--- config.mk ---
export PLATFORM = sky130hd
export DESIGN_NAME = sync_fifo_core
export DESIGN_NICKNAME = d
export VERILOG_FILES = /design/src/rtl/sync_fifo_core.sv
export SDC_FILE = /design/constraint.sdc
export NUM_CORES = 2
export LEC_CHECK = 0
export ABC_AREA = 1
export CAP_MARGIN = 20
export CELL_PAD_IN_SITES_DETAIL_PLACEMENT = 0
export CELL_PAD_IN_SITES_GLOBAL_PLACEMENT = 1
export CORE_ASPECT_RATIO = 0.8
export CORE_MARGIN = 2
export CORE_UTILIZATION = 40
export CTS_BUF_LIST = sky130_fd_sc_hd__clkbuf_4 sky130_fd_sc_hd__clkbuf_8 sky130_fd_sc_hd__clkbuf_16
export CTS_CLUSTER_DIAMETER = 30
export DETAILED_ROUTE_END_ITERATION = 10
export GPL_ROUTABILITY_DRIVEN = 0
export HOLD_SLACK_MARGIN = 0.08
export PLACE_DENSITY = 0.77
export SLEW_MARGIN = 10
export SYNTH_ARGS = -nofsm -noshare
export SYNTH_HDL_FRONTEND = slang
export SYNTH_SLANG_ARGS = --single-unit
--- constraint.sdc ---
create_clock -name clk -period 6.9 [get_ports clk]
set_input_delay 1.035 -clock clk [delete_from_list [all_inputs] [get_ports clk]]
set_output_delay 1.035 -clock clk [all_outputs]
set_load 0.02 [all_outputs]
--- src/rtl/sync_fifo_core.sv ---
// Single-clock FIFO with registered read data, occupancy-decoded status flags
// and one-cycle error pulses for rejected strobes.
module sync_fifo_core #(
    parameter int unsigned DATA_W       = 128,
    parameter int unsigned DEPTH        = 16,
    parameter int unsigned ALM_FULL_TH  = 14,
    parameter int unsigned ALM_EMPTY_TH = 2
) (
    input  logic                       clk,
    input  logic                       reset,
    input  logic                       i_wren,
    input  logic [DATA_W-1:0]          i_wrdata,
    input  logic                       i_rden,
    output logic [DATA_W-1:0]          o_rddata,
    output logic                       o_full,
    output logic                       o_empty,
    output logic                       o_alm_full,
    output logic                       o_alm_empty,
    output logic [$clog2(DEPTH):0]     o_count,
    output logic                       o_wr_err,
    output logic                       o_rd_err
);

    localparam int unsigned ADDR_W = $clog2(DEPTH);
    localparam int unsigned CNT_W  = ADDR_W + 1;

    logic [DATA_W-1:0] mem [DEPTH];
    logic [ADDR_W-1:0] wr_ptr;
    logic [ADDR_W-1:0] rd_ptr;
    logic [CNT_W-1:0]  count;
    logic              full;
    logic              empty;
    logic              rd_ok;
    logic              wr_ok;

    // Status is a pure decode of the registered occupancy
    assign full        = (count == CNT_W'(DEPTH));
    assign empty       = (count == '0);
    assign o_full      = full;
    assign o_empty     = empty;
    assign o_alm_full  = (count >= CNT_W'(ALM_FULL_TH));
    assign o_alm_empty = (count <= CNT_W'(ALM_EMPTY_TH));
    assign o_count     = count;

    // A simultaneous read frees a slot, so a write while full is still accepted
    assign rd_ok = i_rden & ~empty;
    assign wr_ok = i_wren & (~full | rd_ok);

    // Storage array carries no reset
    always_ff @(posedge clk) begin
        if (wr_ok) begin
            mem[wr_ptr] <= i_wrdata;
        end
    end

    always_ff @(posedge clk or posedge reset) begin
        if (reset) begin
            wr_ptr   <= '0;
            rd_ptr   <= '0;
            count    <= '0;
            o_rddata <= '0;
            o_wr_err <= 1'b0;
            o_rd_err <= 1'b0;
        end else begin
            o_wr_err <= i_wren & ~wr_ok;
            o_rd_err <= i_rden & ~rd_ok;
            if (wr_ok) begin
                wr_ptr <= wr_ptr + ADDR_W'(1);
            end
            if (rd_ok) begin
                rd_ptr   <= rd_ptr + ADDR_W'(1);
                o_rddata <= mem[rd_ptr];
            end
            case ({wr_ok, rd_ok})
                2'b10:   count <= count + CNT_W'(1);
                2'b01:   count <= count - CNT_W'(1);
                default: count <= count;
            endcase
        end
    end

endmodule

[After elaboration in Yosys (flattened, before gate mapping)]
Memory sizes are Yosys's and may differ from the RTL's. A register that Yosys moved wholly into a read port is not among the register bits.
Index checks and enable logic that the tools add are counted.
Cells by class
  muxes and demuxes: 3
  order comparisons: 2
  divide/modulo/power cells: 0
  bitwise logic cells: 9
  $add $sub $neg: 4
  reductions and logical operators: 2
  multiply operators: 0
  shift-type cells: 0
  equality and inequality tests: 3
Operators with widths (count)
  one-hot mux 5 bit (2 select lines): 1
  adder 4 x 1 -> 4 bit (second input constant): 2
  adder 5 x 1 -> 5 bit (second input constant): 1
  equality test 5 bit (second input constant): 1
  greater-or-equal comparator 5 x 4 -> 1 bit (second input constant): 1
  <= comparator 5 x 2 -> 1 bit (second input constant): 1
  zero test 5 bit: 1
  subtractor 5 x 1 -> 5 bit (second input constant): 1
  bitwise AND 1 bit: 4
  inverter 1 bit: 4
  equality test 2 x 1 -> 1 bit (second input constant): 1
  equality test 2 bit (second input constant): 1
  two-way mux 1 bit: 2
  nonzero test 2 bit: 1
  OR 1 bit: 1
Word-level totals
  bits in read-only memories: 0
  logic and storage cells: 29
  register bits after elaboration: 15
  latch bits: 0
  memories kept: 1
  bits in writable memories: 2048
  output and inout port bits: 139
Memory list
  mem: depth 16, width 128, rd ports 1, clocked after Yosys merged registers in 1, wr ports 1, RTL line 27  | logic [DATA_W-1:0] mem [DEPTH];

[Depth between registers and ports, before layout]
  depth in word-level cells: 7
  mapped depth: 13
  depth with buffers taken out: 13

[Worst setup path after synthesis]
No wires, ideal clock.
  path kind: input-to-reg
  start: input port i_rden
  end: memory mem[11][0] (enable)
  data required time: 6283 ps
  arrival time: 6928 ps
  stages on the path: 4
  slack: -646 ps
  path through: inv_1 > a21oi_2 > nand2_1 > nor2_1
Between the ends
  word-level cells in the longest chain between the ends: 5
RTL lines
  from (decl): RTL line 13  | input logic i_rden,
  bitwise AND 1 bit: RTL line 46  | assign rd_ok = i_rden & ~empty;
  OR 1 bit: RTL line 47  | assign wr_ok = i_wren & (~full | rd_ok);
  bitwise AND 1 bit: RTL line 47
  two-way mux 1 bit: RTL line 51  | if (wr_ok) begin
  two-way mux 1 bit (not written as such): RTL line 52  | mem[wr_ptr] <= i_wrdata;
  to (decl): RTL line 27
Every way passes these cells.

[Final worst setup path]
  start: input port i_rden
  end: memory mem[7][16] (enable)
The elaborated chain is that of the path after synthesis.

==> flow_summary.toml <==
[sta]
max_freq_mhz = 264
min_period_ns = 3.79
worstMarginPinSlew_ns = 1.28
slew_headroom_pct = 14.9
finalHoldViolations = 0
setup_violations = 0
drv_slew = 0
skew_ns = 0.0897
timing.final.crit_share_pct = 54.9
hold_ws_ns = 0.475
rsz0062_at_grt = "no"

[detailed_routing]
drcViolationCount = 0
vias = 56400
routed_wl_mm = 234
ant_nets = 0
first_pass_iters = 5
viasPerCell = 5.30
wl_per_cell_um = 22.0
drtIter0Drc = 5606

[finish]
mostFrequentLayoutCell = "nand2_1"
most-common-layout-cells = "nand2_1 (2,788), edfxtp_1 (2,048), nand3_1 (1,552), clkbuf_16 (408), clkdlybuf4s50_1 (270)"
fin_area_um2 = 106000
area_delta_synth_final_pct = 22.5
drive_above_1_share_pct = 10.5
layout.nets = 7602

[global_routing]
grt_pass1_wl_mm = 350
grt_use_total_pct = 21.0
overflow = 0
grt_pass1_vias = 54900
grt_max_degree = 209
antenna_found_initial = 33

[logic_synthesis]
synth.net_count = 7285
synthesis.area_um2 = 86400
synth_top_family_by_area = "simple AND/OR/NAND/NOR gates"
synthTopCellsByArea = "edfxtp_1 (71%), nand2_1 (12%), nand3_1 (9.0%), dfrtp_1 (4.1%), buf_2 (1.7%)"
synthXorXnorAreaFrac_pct = 0.0811
yosysTopAreaCell = "edfxtp_1"
synthMuxAreaShare_pct = 0
syn_area_per_cell_um2 = 12.1
synth_compound_gate_area_share_pct = 0.636
synth_top_area_share_pct = 71.2
synth.distinct_cells = 23
synth_fa_ha_area_share_pct = 0.139
ys_seq_area_share_pct = 75.3
syn_inst = 7144
synth-simple-area-share_pct = 21.2
synth_warnings = 0
synth-seq-cells = 2191

[clock_network]
clockBufferDepth = 4
hold_buffers = 0
clkLatencyLatePin_ns = 0.96
htree_levels = 5
clock_sinks = 2191
clockRootBuffer = "clkbuf_16"
clk_pin_slew_ns = 0.05
cts_setup_buffers = 0
cts_buffers = 402
cts_tree = "built"
ctsResizeCount = 0

[floorplanning]
start_util_pct = 40.3
core_um2 = 215000
die_height_um = 420
design.die.area_um2 = 220000
io_pins = 271
rows = 152
fp.dieW_um = 524

[power]
seqPwrFrac_pct = 33.7
leakage_nw = 39.0
p_sw_share_pct = 33.8
power_switching_mw = 17.0
internal_power_mw = 33.3
p_clk_share_pct = 39.5
power_frac_comb_pct = 26.7
ir_drop_uv = 514
powerDensity_nw_per_um2 = 476
power.total_mw = 50.4

[setup_path]
crit_arrival_ns = 4.30
startpoint_type = "input port"
cp.required_ns = 7.41
cp-end-kind = "register"
worstSetupPathType = "input port to register"
crit_fanout = 58

[placed_design]
port_buffers = 270
dpl_cell_area_um2 = 91800
detailed_place_hpwl_mm = 111

[status]
status = "completed"

[job]
max_cap_violations = 0

[hold_path]
hold_class = "register to register"
worst paths after layout:
path                                    from           end  slack, ns  depth (start not counted)
worst min register to register  o_rddata[27]  o_rddata[27]       0.47                          2
min in group asynchronous              reset  o_rddata[82]       0.63                          2
worst min-delay path            o_rddata[27]  o_rddata[27]       0.47                          2
max in group asynchronous              reset  o_rddata[17]       4.91                          3
worst max-delay path                  i_rden    mem[7][16]       3.11                          6
worst max register to register    o_count[0]    mem[7][16]       3.25                          7
power by group through the flow:
| stage | registers, mW | clock network (mW) | logic (mW) |
|---|---|---|---|
| after floorplan | 17.4 | 0 | 8.46 |
| after global placement | 17.2 | 0 | 13.3 |
| after detailed placement | 17.3 | 0 | 13.4 |
| after CTS | 17.0 | 20.1 | 13.5 |
| after global routing | 17.1 | 20.8 | 14.8 |
| final | 17.0 | 19.9 | 13.5 |
kinds of logic after synthesis:
group / Yosys count
flops: 2191
fa+ha+maj: 9
simple gates: 4366
buf+inv: 461
xor+xnor: 8
compound gates: 109
synthesized netlist by cell type:
cell type,instances
buf_6,3
fa_1,1
inv_4,1
edfxtp_1,2048
o21ai_0,3
inv_2,5
a21oi_1,105
buf_2,290
inv_1,14
dfrtp_1,143
nor2_1,19
xor2_1,8
buf_1,31
nand3_1,1552
nand2_2,2
buf_4,24
nand2_1,2788
nor2_2,3
clkbuf_1,93
nor3_1,1
ha_1,8
nand4_1,1
a21oi_2,1
routing by layer:
| layer | global-route usage [%] | wire length [um] | vias up |
|---|---|---|---|
| met2 | 34.1 | 111000 | 2254 |
| li1 | - | - | 25800 |
| met1 | 28.9 | 99600 | 27900 |
| met4 | 6.33 | 5630 | 16 |
| met3 | 3.71 | 17200 | 453 |
| met5 | 0 | 88 | - |
registers in the layout (all words and copies together), names as in the netlist:
register / flops
wr_ptr: 4
o_count: 5
mem: 2048
rd_ptr: 4
o_rd_err: 1
o_wr_err: 1
o_rddata: 128
critical path: stages:
cell and delay [ns]:
clkdlybuf4s50_1 0.63, inv_1 0.12, a21oi_2 0.60, nand2_1 0.48, nor2_4 0.88, buf_12 0.49
area by class of cell:
class / instances / area, um^2
multi-input cells: 4492 / 19200
clock buffers: 467 / 10800
fillers: 18200 / 109000
flip-flops and latches: 2191 / 65100
inverters: 20 / 131
well taps: 2849 / 3560
repair buffers: 354 / 3890
clock inverters: 265 / 3130
diodes: 8 / 20.0
through the flow:
step                TNS [ns]  std cells  utilization [%]  setup WS [ns]
floorplan            -824.02       7144                -         -0.646
finish                     0      10600             49.3           3.11
global route               0      10600             49.3           2.97
detailed placement         0       9902             42.8           2.11
CTS                        0      10600             49.3           3.04
global placement           0       9902             42.8           2.15
(Power assumes the default switching activity.)
